<file path="config.mk">
export PLATFORM = sky130hd
export DESIGN_NAME = image_streamer
export DESIGN_NICKNAME = d
export VERILOG_FILES = /design/src/rtl/radio_stream_pkg.sv /design/src/rtl/frame_bank.sv /design/src/rtl/image_streamer.sv
export SDC_FILE = /design/constraint.sdc
export NUM_CORES = 2
export LEC_CHECK = 0
export ABC_AREA = 1
export BUFFER_PORTS_ARGS = -buffer_cell sky130_fd_sc_hd__buf_4
export CORE_ASPECT_RATIO = 2
export CORE_MARGIN = 2
export CORE_UTILIZATION = 40
export DETAILED_ROUTE_END_ITERATION = 8
export SETUP_SLACK_MARGIN = 0.5
export SYNTH_ARGS = -nofsm -noshare
export SYNTH_HDL_FRONTEND = slang
export SYNTH_SLANG_ARGS = --single-unit
</file>
<file path="constraint.sdc">
create_clock -name clk -period 5.3 [get_ports clk]
set_input_delay 1.325 -clock clk [delete_from_list [all_inputs] [get_ports clk]]
set_output_delay 1.325 -clock clk [all_outputs]
set_load 0.03 [all_outputs]
</file>
<file path="src/rtl/radio_stream_pkg.sv">
// Shared types and constant helpers for the radio sample streaming blocks.
package radio_stream_pkg;

    // Frame streamer control states
    typedef enum logic [1:0] {
        S_FILL,
        S_PRIME,
        S_STREAM,
        S_GAP
    } stream_state_t;

    // Output words per image
    function automatic int calc_words(input int log2_img, input int tp);
        return (1 << log2_img) / tp;
    endfunction

    // Read counter width; kept at least 1 bit so a single-word image still has an address
    function automatic int calc_rd_w(input int log2_img, input int tp);
        int w;
        w = log2_img - $clog2(tp);
        return (w < 1) ? 1 : w;
    endfunction

    // Gap counter width
    function automatic int calc_gap_w(input int gap);
        return $clog2(gap + 1);
    endfunction

    // Lane that sample n lands in; the oldest sample of a word takes the highest lane
    function automatic int lane_of(input int n, input int tp);
        return tp - 1 - (n % tp);
    endfunction

endpackage

</file>
<file path="src/rtl/frame_bank.sv">
// Simple dual-port frame buffer: one write port, one synchronous read port
// with single-cycle latency. The read register resets so the streamer's
// output is zero after reset; the array itself is never cleared.
module frame_bank #(
    parameter int DW    = 2,
    parameter int DEPTH = 1024,
    parameter int AW    = 10
) (
    input  logic          clk,
    input  logic          rst,
    input  logic          we,
    input  logic [AW-1:0] waddr,
    input  logic [DW-1:0] wdata,
    input  logic          re,
    input  logic [AW-1:0] raddr,
    output logic [DW-1:0] rdata
);

    logic [DW-1:0] mem [DEPTH];

    // Array write
    always_ff @(posedge clk) begin
        if (we) mem[waddr] <= wdata;
    end

    // Registered read; holds its value while re is low
    always_ff @(posedge clk or posedge rst) begin
        if (rst)     rdata <= '0;
        else if (re) rdata <= mem[raddr];
    end

endmodule

</file>
<file path="src/rtl/image_streamer.sv">
// Collects one image of 2^LOG2_IMG_SIZE samples through a ready/valid port,
// then replays it as a gap-free burst of THROUGHPUT samples per cycle for the
// convolution windower, followed by at least GAP idle cycles.
// Optional build macro IMG_STREAMER_PINGPONG_EN: two banks, so the next image
// is accepted while the previous one streams.
module image_streamer
    import radio_stream_pkg::*;
#(
    parameter int NO_CH         = 2,
    parameter int LOG2_IMG_SIZE = 10,
    parameter int THROUGHPUT    = 1,
    parameter int GAP           = 4
) (
    input  logic                                 clk,
    input  logic                                 rst,
    input  logic                                 s_vld,
    output logic                                 s_rdy,
    input  logic [NO_CH-1:0]                     s_data,
    output logic                                 vld_out,
    output logic [THROUGHPUT-1:0][NO_CH-1:0]     data_out,
    output logic                                 frame_done
);

    localparam int WORDS   = calc_words(LOG2_IMG_SIZE, THROUGHPUT);
    localparam int LOG2_TP = $clog2(THROUGHPUT);
    localparam int RW      = calc_rd_w(LOG2_IMG_SIZE, THROUGHPUT);
    localparam int GW      = calc_gap_w(GAP);
    localparam int LW      = (LOG2_TP < 1) ? 1 : LOG2_TP;
    localparam int DW      = THROUGHPUT * NO_CH;

    stream_state_t state, nxt;

    logic [LOG2_IMG_SIZE-1:0]           wr_cnt;
    logic [RW-1:0]                      rd_cnt, raddr, waddr;
    logic [GW-1:0]                      gap_cnt;
    logic [THROUGHPUT-1:0][NO_CH-1:0]   pack, pack_nxt;
    logic [LW-1:0]                      lane;
    logic hs, last_hs, we, re, rd_last, gap_end, frame_rdy;

    assign hs      = s_vld && s_rdy;
    assign last_hs = hs && (wr_cnt == '1);
    assign waddr   = RW'(wr_cnt >> LOG2_TP);
    assign we      = hs && (lane == '0);
    assign rd_last = (rd_cnt == RW'(WORDS - 1));
    assign gap_end = (gap_cnt == GW'(GAP - 1));
    assign re      = (state == S_PRIME) || ((state == S_STREAM) && !rd_last);
    assign raddr   = (state == S_PRIME) ? '0 : rd_cnt + RW'(1);

    // Place the incoming sample into its lane; the completed word goes straight
    // to the bank on the same edge as the last lane's handshake
    always_comb begin
        lane           = LW'(lane_of(int'(wr_cnt), THROUGHPUT));
        pack_nxt       = pack;
        pack_nxt[lane] = s_data;
    end

    // State register
    always_ff @(posedge clk or posedge rst) begin
        if (rst) state <= S_FILL;
        else     state <= nxt;
    end

    // Next state and burst outputs
    always_comb begin
        nxt        = state;
        vld_out    = 1'b0;
        frame_done = 1'b0;
        case (state)
            S_FILL:   if (frame_rdy) nxt = S_PRIME;
            S_PRIME:  nxt = S_STREAM;
            S_STREAM: begin
                vld_out    = 1'b1;
                frame_done = rd_last;
                if (rd_last) nxt = S_GAP;
            end
            S_GAP:    if (gap_end) nxt = frame_rdy ? S_PRIME : S_FILL;
            default:  nxt = S_FILL;
        endcase
    end

    // Write/read/gap counters and the lane pack register
    always_ff @(posedge clk or posedge rst) begin
        if (rst) begin
            wr_cnt  <= '0;
            rd_cnt  <= '0;
            gap_cnt <= '0;
            pack    <= '0;
        end else begin
            if (hs) begin
                wr_cnt <= wr_cnt + 1'b1;
                pack   <= pack_nxt;
            end
            if (state == S_STREAM) rd_cnt  <= rd_last ? '0 : rd_cnt + RW'(1);
            if (state == S_GAP)    gap_cnt <= gap_end ? '0 : gap_cnt + GW'(1);
        end
    end

`ifdef IMG_STREAMER_PINGPONG_EN
    logic          wr_bank, rd_bank, out_sel, rd_free;
    logic [1:0]    full;
    logic [DW-1:0] q0, q1;

    // A bank becomes writable on the cycle its last word is read out
    assign rd_free   = (state == S_STREAM) && rd_last;
    assign s_rdy     = !full[wr_bank] || (rd_free && (rd_bank == wr_bank));
    assign frame_rdy = full[rd_bank] || (last_hs && (wr_bank == rd_bank));
    assign data_out  = out_sel ? q1 : q0;

    // Bank ownership: writer and reader each walk the two banks in order.
    // out_sel follows the reader only when a new burst begins, so the
    // output keeps holding the previous burst's last word until then.
    always_ff @(posedge clk or posedge rst) begin
        if (rst) begin
            wr_bank <= 1'b0;
            rd_bank <= 1'b0;
            out_sel <= 1'b0;
            full    <= '0;
        end else begin
            if (rd_free) begin
                full[rd_bank] <= 1'b0;
                rd_bank       <= ~rd_bank;
            end
            if (last_hs) begin
                full[wr_bank] <= 1'b1;
                wr_bank       <= ~wr_bank;
            end
            if (state == S_PRIME) out_sel <= rd_bank;
        end
    end

    frame_bank #(.DW(DW), .DEPTH(WORDS), .AW(RW)) u_bank0 (
        .clk(clk), .rst(rst),
        .we(we && !wr_bank), .waddr(waddr), .wdata(pack_nxt),
        .re(re && !rd_bank), .raddr(raddr), .rdata(q0)
    );

    frame_bank #(.DW(DW), .DEPTH(WORDS), .AW(RW)) u_bank1 (
        .clk(clk), .rst(rst),
        .we(we && wr_bank), .waddr(waddr), .wdata(pack_nxt),
        .re(re && rd_bank), .raddr(raddr), .rdata(q1)
    );
`else
    logic [DW-1:0] q0;

    assign s_rdy     = (state == S_FILL);
    assign frame_rdy = last_hs;
    assign data_out  = q0;

    frame_bank #(.DW(DW), .DEPTH(WORDS), .AW(RW)) u_bank0 (
        .clk(clk), .rst(rst),
        .we(we), .waddr(waddr), .wdata(pack_nxt),
        .re(re), .raddr(raddr), .rdata(q0)
    );
`endif

endmodule

</file>
======== Word-level counts from Yosys, hierarchy flattened ========
Memory sizes are Yosys's and may differ from the RTL's. A register that Yosys moved wholly into a read port is not among the register bits.
Cells that the tools add are included.
storage, ports and cells
  input bits .............................. 5
  bits in registers ....................... 25
  RAM bits ................................ 2,048
  memories ................................ 1
memory list
  name         words  width  rd ports  clocked after memory_dff  write ports  RTL line          RTL
  u_bank0.mem  1,024  2      1         1                         1            frame_bank.sv:19  logic [DW-1:0] mem [DEPTH];
cells by class
  reduce and logical (&&, ||, !) cells .... 7
  equality and inequality tests ........... 9
  mux-type cells .......................... 12
  add/sub/neg operators ................... 3
operators by type and width
  operator                                                               count
  10-bit by 1-bit adder with 10-bit output, second input constant        2
  10-bit equality test, second input constant                            2
  10-bit two-way mux                                                     2
  2-bit case mux with 4 select lines                                     1
  2-bit two-way mux                                                      3
  1-bit two-way mux                                                      5
  2-bit equality test, second input constant                             2
  2-bit != test, second input constant                                   2
  3-bit by 1-bit adder with 3-bit output, second input constant          1
  3-bit by 2-bit equality test with 1-bit output, second input constant  1
  1-bit logical AND                                                      3
  3-bit two-way mux                                                      1
  3-bit AND reduction                                                    1
  2-bit by 1-bit equality test with 1-bit output, second input constant  1
  2-bit logical NOT                                                      1
  2-bit by 1-bit != test with 1-bit output, second input constant        1
  1-bit logical NOT                                                      1
  1-bit logical OR                                                       1

======== Depth between registers and ports, before layout ========
  depth in word-level cells ............... 6
  depth in mapped cells ................... 21
  depth with buffers taken out ............ 18

======== Cells and area by module ========
From an unflattened synthesis, not the netlist that was laid out.
unflattened totals
  cell total of the unflattened synthesis .. 8,152
  area, all modules ....................... 88,461.1 sq um
by module, submodules not included
  module          cells an instance  times used  seq. area each (sq um)  area an instance (sq um)
  frame_bank      7,978              1           61,549.0                87,027.2
  image_streamer  174                1           625.6                   1,433.9

======== Worst setup path after synthesis ========
Ideal clock, no wire load.
  path type ............................... register to output
  from .................................... register state[0]
  to ...................................... output port frame_done
  slack ................................... 1.980 ns
  data arrival time ....................... 1.995 ns
  stages on the path, launching flop included .. 6
  cells stage by stage .................... dfrtp_1 > inv_1 > ha_1 > clkbuf_1 > inv_1 > nor3_1
between the ends
  word-level cells in the longest chain between the ends .. 2
RTL lines
  element                 RTL line              RTL
  from (decl)             image_streamer.sv:31  stream_state_t state, nxt;
  from (signal assigned)  image_streamer.sv:60  else state <= nxt;
  2-bit equality test     image_streamer.sv:68  case (state)
  1-bit two-way mux       image_streamer.sv:68
  to (decl)               image_streamer.sv:21  output logic frame_done
No other way between the ends.

======== Final worst setup path ========
  from .................................... register state[1]
  to ...................................... register u_bank0.rdata[0], read port of u_bank0.mem
between the ends
  word-level cells in the longest chain between the ends .. 3
  elaborated cells between the ends (all ways) .. 5
  those cells by class .................... 2 x eq/ne; 1 x mux; 2 x reduce/logical
RTL lines
  element              RTL line              RTL
  2-bit equality test  image_streamer.sv:46  assign re = (state == S_PRIME) || ((state == S_STREAM) && !rd_last);
  1-bit logical AND    image_streamer.sv:46
  1-bit logical OR     image_streamer.sv:46
  to (decl)            frame_bank.sv:16      output logic [DW-1:0] rdata
Several ways; a longest one is shown, not always the timed one.
A chain may end at the register's enable or synchronous reset.

==> results.cfg <==
[synthesis]
synth_top_cells_by_area = edfxtp_1 67%, nand2_1 10%, nand3_1 7.5%, nor2_1 4.6%, inv_1 4.2%
syn-num-nets = 9243
synth_cells = 9228
synth_area_leader_cell = edfxtp_1
async_flop_share = 0.0130
avgSynthCellArea_um2 = 9.99
yosysSeqAreaShare = 0.674
synth_most_common_cell = nand2_1
yosys_warnings = 0
synth.cells.most_frequent = 2,531 x nand2_1, 2,048 x edfxtp_1, 1,385 x nand3_1
synth.distinct_cells = 27
synth_top_area_frac = 0.667
synth_edf_count = 2048
ys_seq_elements = 2075
yosys_most_used_dff = edfxtp_1
syn-cell-area_mm2 = 0.0922

[worst_setup_path]
critical_path_class = register to register
cp-end-kind = register
cp.required_ns = 6.03
critPathLaunchType = register
arrival_ns = 5.22
reg2regPathDepth = 19
timing.rr.start = state[1]$_DFFE_PP0P_
critPathLaunch = state[1]$_DFFE_PP0P_
cp_max_fo = 95

[floorplan]
die_y_um = 683
die-area_mm2 = 0.235
initial_core_util = 0.402
row_count = 249
io-pin-count = 10
die_x_um = 344
fp.coreArea_mm2 = 0.230

[clock_network]
clk_pin_slew_ns = 0.07
hold_buffers = 0
cts_resized = 0
numCtsBuffers = 180
clock-root-buffer = clkbuf_16
cts.sinks = 2075
cts_buffer_depth = 4
clock_latency_ns = 0.86
post_cts_buffers = 0
htreeDepth = 4
cts_tree = done

[job]
maxCapViolations = 0

[timing]
fin_crit_sh = 0.847
fin_worst_skew_ns = 0.0761
fmax_ghz = 0.223
fin_crit_ns = 4.49
slew_violations = 0
hold_violations = 0
fin_tns_setup_ns = 0
rsz0062_at_grt = false
max_slew_margin = 0.143
setup_viol = 0
timing.hold.ws_ns = 0.513
tightest_slew_ns = 1.28

[global_routing]
first_global_vias = 64891
grtUsageTotal = 0.234
grt_max_degree = 151
antenna_found_initial = 2
grt-ovfl-total = 0
grt_pass1_wl_mm = 406

[detailed_routing]
wl_mm = 279
drcViolationCount = 0
wl_per_cell_um = 22.9
vias = 65413
drtAntennaViolNets = 0
first_pass_iters = 6
via_per_inst = 5.38
drt_iter0_markers = 6472

[place]
place_congestion = 0.888
numPortBuffers = 9
dpl.hpwl_mm = 164

[worst_hold_path]
hold_class = register to register
hp-start = gap_cnt[1]$_DFFE_PP0N_
hold_path_depth = 2

[run_status]
outcome = complete, no violations

[layout]
drive_gt1_frac = 0.0579
utilization = 0.442
fillerInstances = 21250
nets = 9021
area_growth_syn_to_layout_pct = 10.0

[pwr]
irDropWorstVdd_mv = 0.316
p_leak_nw = 38.9
power_density_mw_per_mm2 = 408
-- kinds of logic (layout without fill, tap and decap cells) --
kind of cell | Yosys count | count (layout) | share of synthesized area
DFF | 2075 | 2075 | 0.674
AOI/OAI and AO/OA | 393 | 393 | 0.0249
and+or+nand+nor | 5074 | 5074 | 0.226
adders and majority gates | 10 | 10 | 0.00136
buffers and inverters | 1667 | 1576 | 0.0728
other | 0 | 1 | 0
xor gates and xnor gates | 9 | 9 | 0.000855
-- registers in the layout, summed over array words and instances, names as in the netlist --
| register | count |
|---|---|
| state | 2 |
| u_bank0.rdata | 2 |
| gap_cnt | 3 |
| u_bank0.mem | 2048 |
| rd_cnt | 10 |
| waddr | 10 |
-- stage by stage --
stage | worst slack [ns] | std cells | total power, mW | cell area [µm²]
after floorplan | 1.98 | 9228 | 25.0 | 92200
after global placement | 0.839 | 11835 | 28.4 | 95700
after global routing | 0.700 | 12150 | 43.0 | 101000
after CTS | 0.674 | 12149 | 41.6 | 101000
after detailed placement | 0.875 | 11836 | 28.5 | 95800
final | 0.813 | 12150 | 41.4 | 101000
-- power by group --
part	total [mW]	switching, mW	internal [mW]	leakage (nW)
Clock	13.3	5.93	7.32	2.77
Sequential	18.2	0.0882	18.1	18.8
Combinational	10.0	7.35	2.65	17.4
-- routing by layer --
metal  GRT usage  wire, µm  vias to the layer above
met5           0         0                        -
met4       0.160     21500                        0
li1            -         -                    29907
met3      0.0262     16700                      787
met2       0.422    143000                     2544
met1       0.256     97000                    32175
-- critical path, stage by stage (launching register included) --
cell     delay (ns)
dfrtp_1        0.41
inv_1          0.11
ha_1           0.15
buf_4          0.24
inv_1          0.22
nand2_4        0.55
buf_12         0.41
nor2_1         0.09
o21ai_0        0.09
nand3_1        0.11
nand3_1        0.11
nand3_1        0.17
nand3_1        0.18
nand3_1        0.49
nand3_1        0.40
nand3_1        0.11
nand2_1        0.15
nand2_1        0.08
nand3_1        0.08
nand2_1        0.06
-- layout by cell type (no fill, tap or decap), types with 21 or more instances in the layout --
master     instances
bufinv_16         21
o21ai_0          133
buf_12            55
nand2_2           23
o211ai_1         129
o21ai_1           23
a21oi_1          104
nor2_1          1127
clkbuf_16        182
dfrtp_1           27
clkbuf_1          41
edfxtp_1        2048
nand3_1         1384
nand2_1         2506
clkinv_2          30
inv_1           1011
clkinv_1          33
buf_4            178
-- path summary, 6_finish.rpt --
| kind | endpoint | slack [ns] |
|---|---|---|
| max reg2reg | u_bank0.rdata[0]$_DFFE_PP0P_ | 0.81 |
| max | u_bank0.rdata[0]$_DFFE_PP0P_ | 0.81 |
| min | gap_cnt[1]$_DFFE_PP0N_ | 0.51 |
| min reg2reg | gap_cnt[1]$_DFFE_PP0N_ | 0.51 |
| min in group asynchronous | waddr[3]$_DFFE_PP0P_ | 0.58 |
| max in group asynchronous | u_bank0.rdata[1]$_DFFE_PP0P_ | 4.36 |
-- area by class of cell --
cell class	count	area [µm²]	share of cell area
clock inverter	90	975	0.00961
tap	3012	3770	0.0372
inverter	1027	3870	0.0381
sequential	2075	62200	0.613
multi-input combinational	5486	23500	0.231
antenna	1	2.50	0.0000247
timing repair buffer	236	2480	0.0244
clock buffer	223	4710	0.0464
No activity file was read; power rests on OpenSTA's default activity.
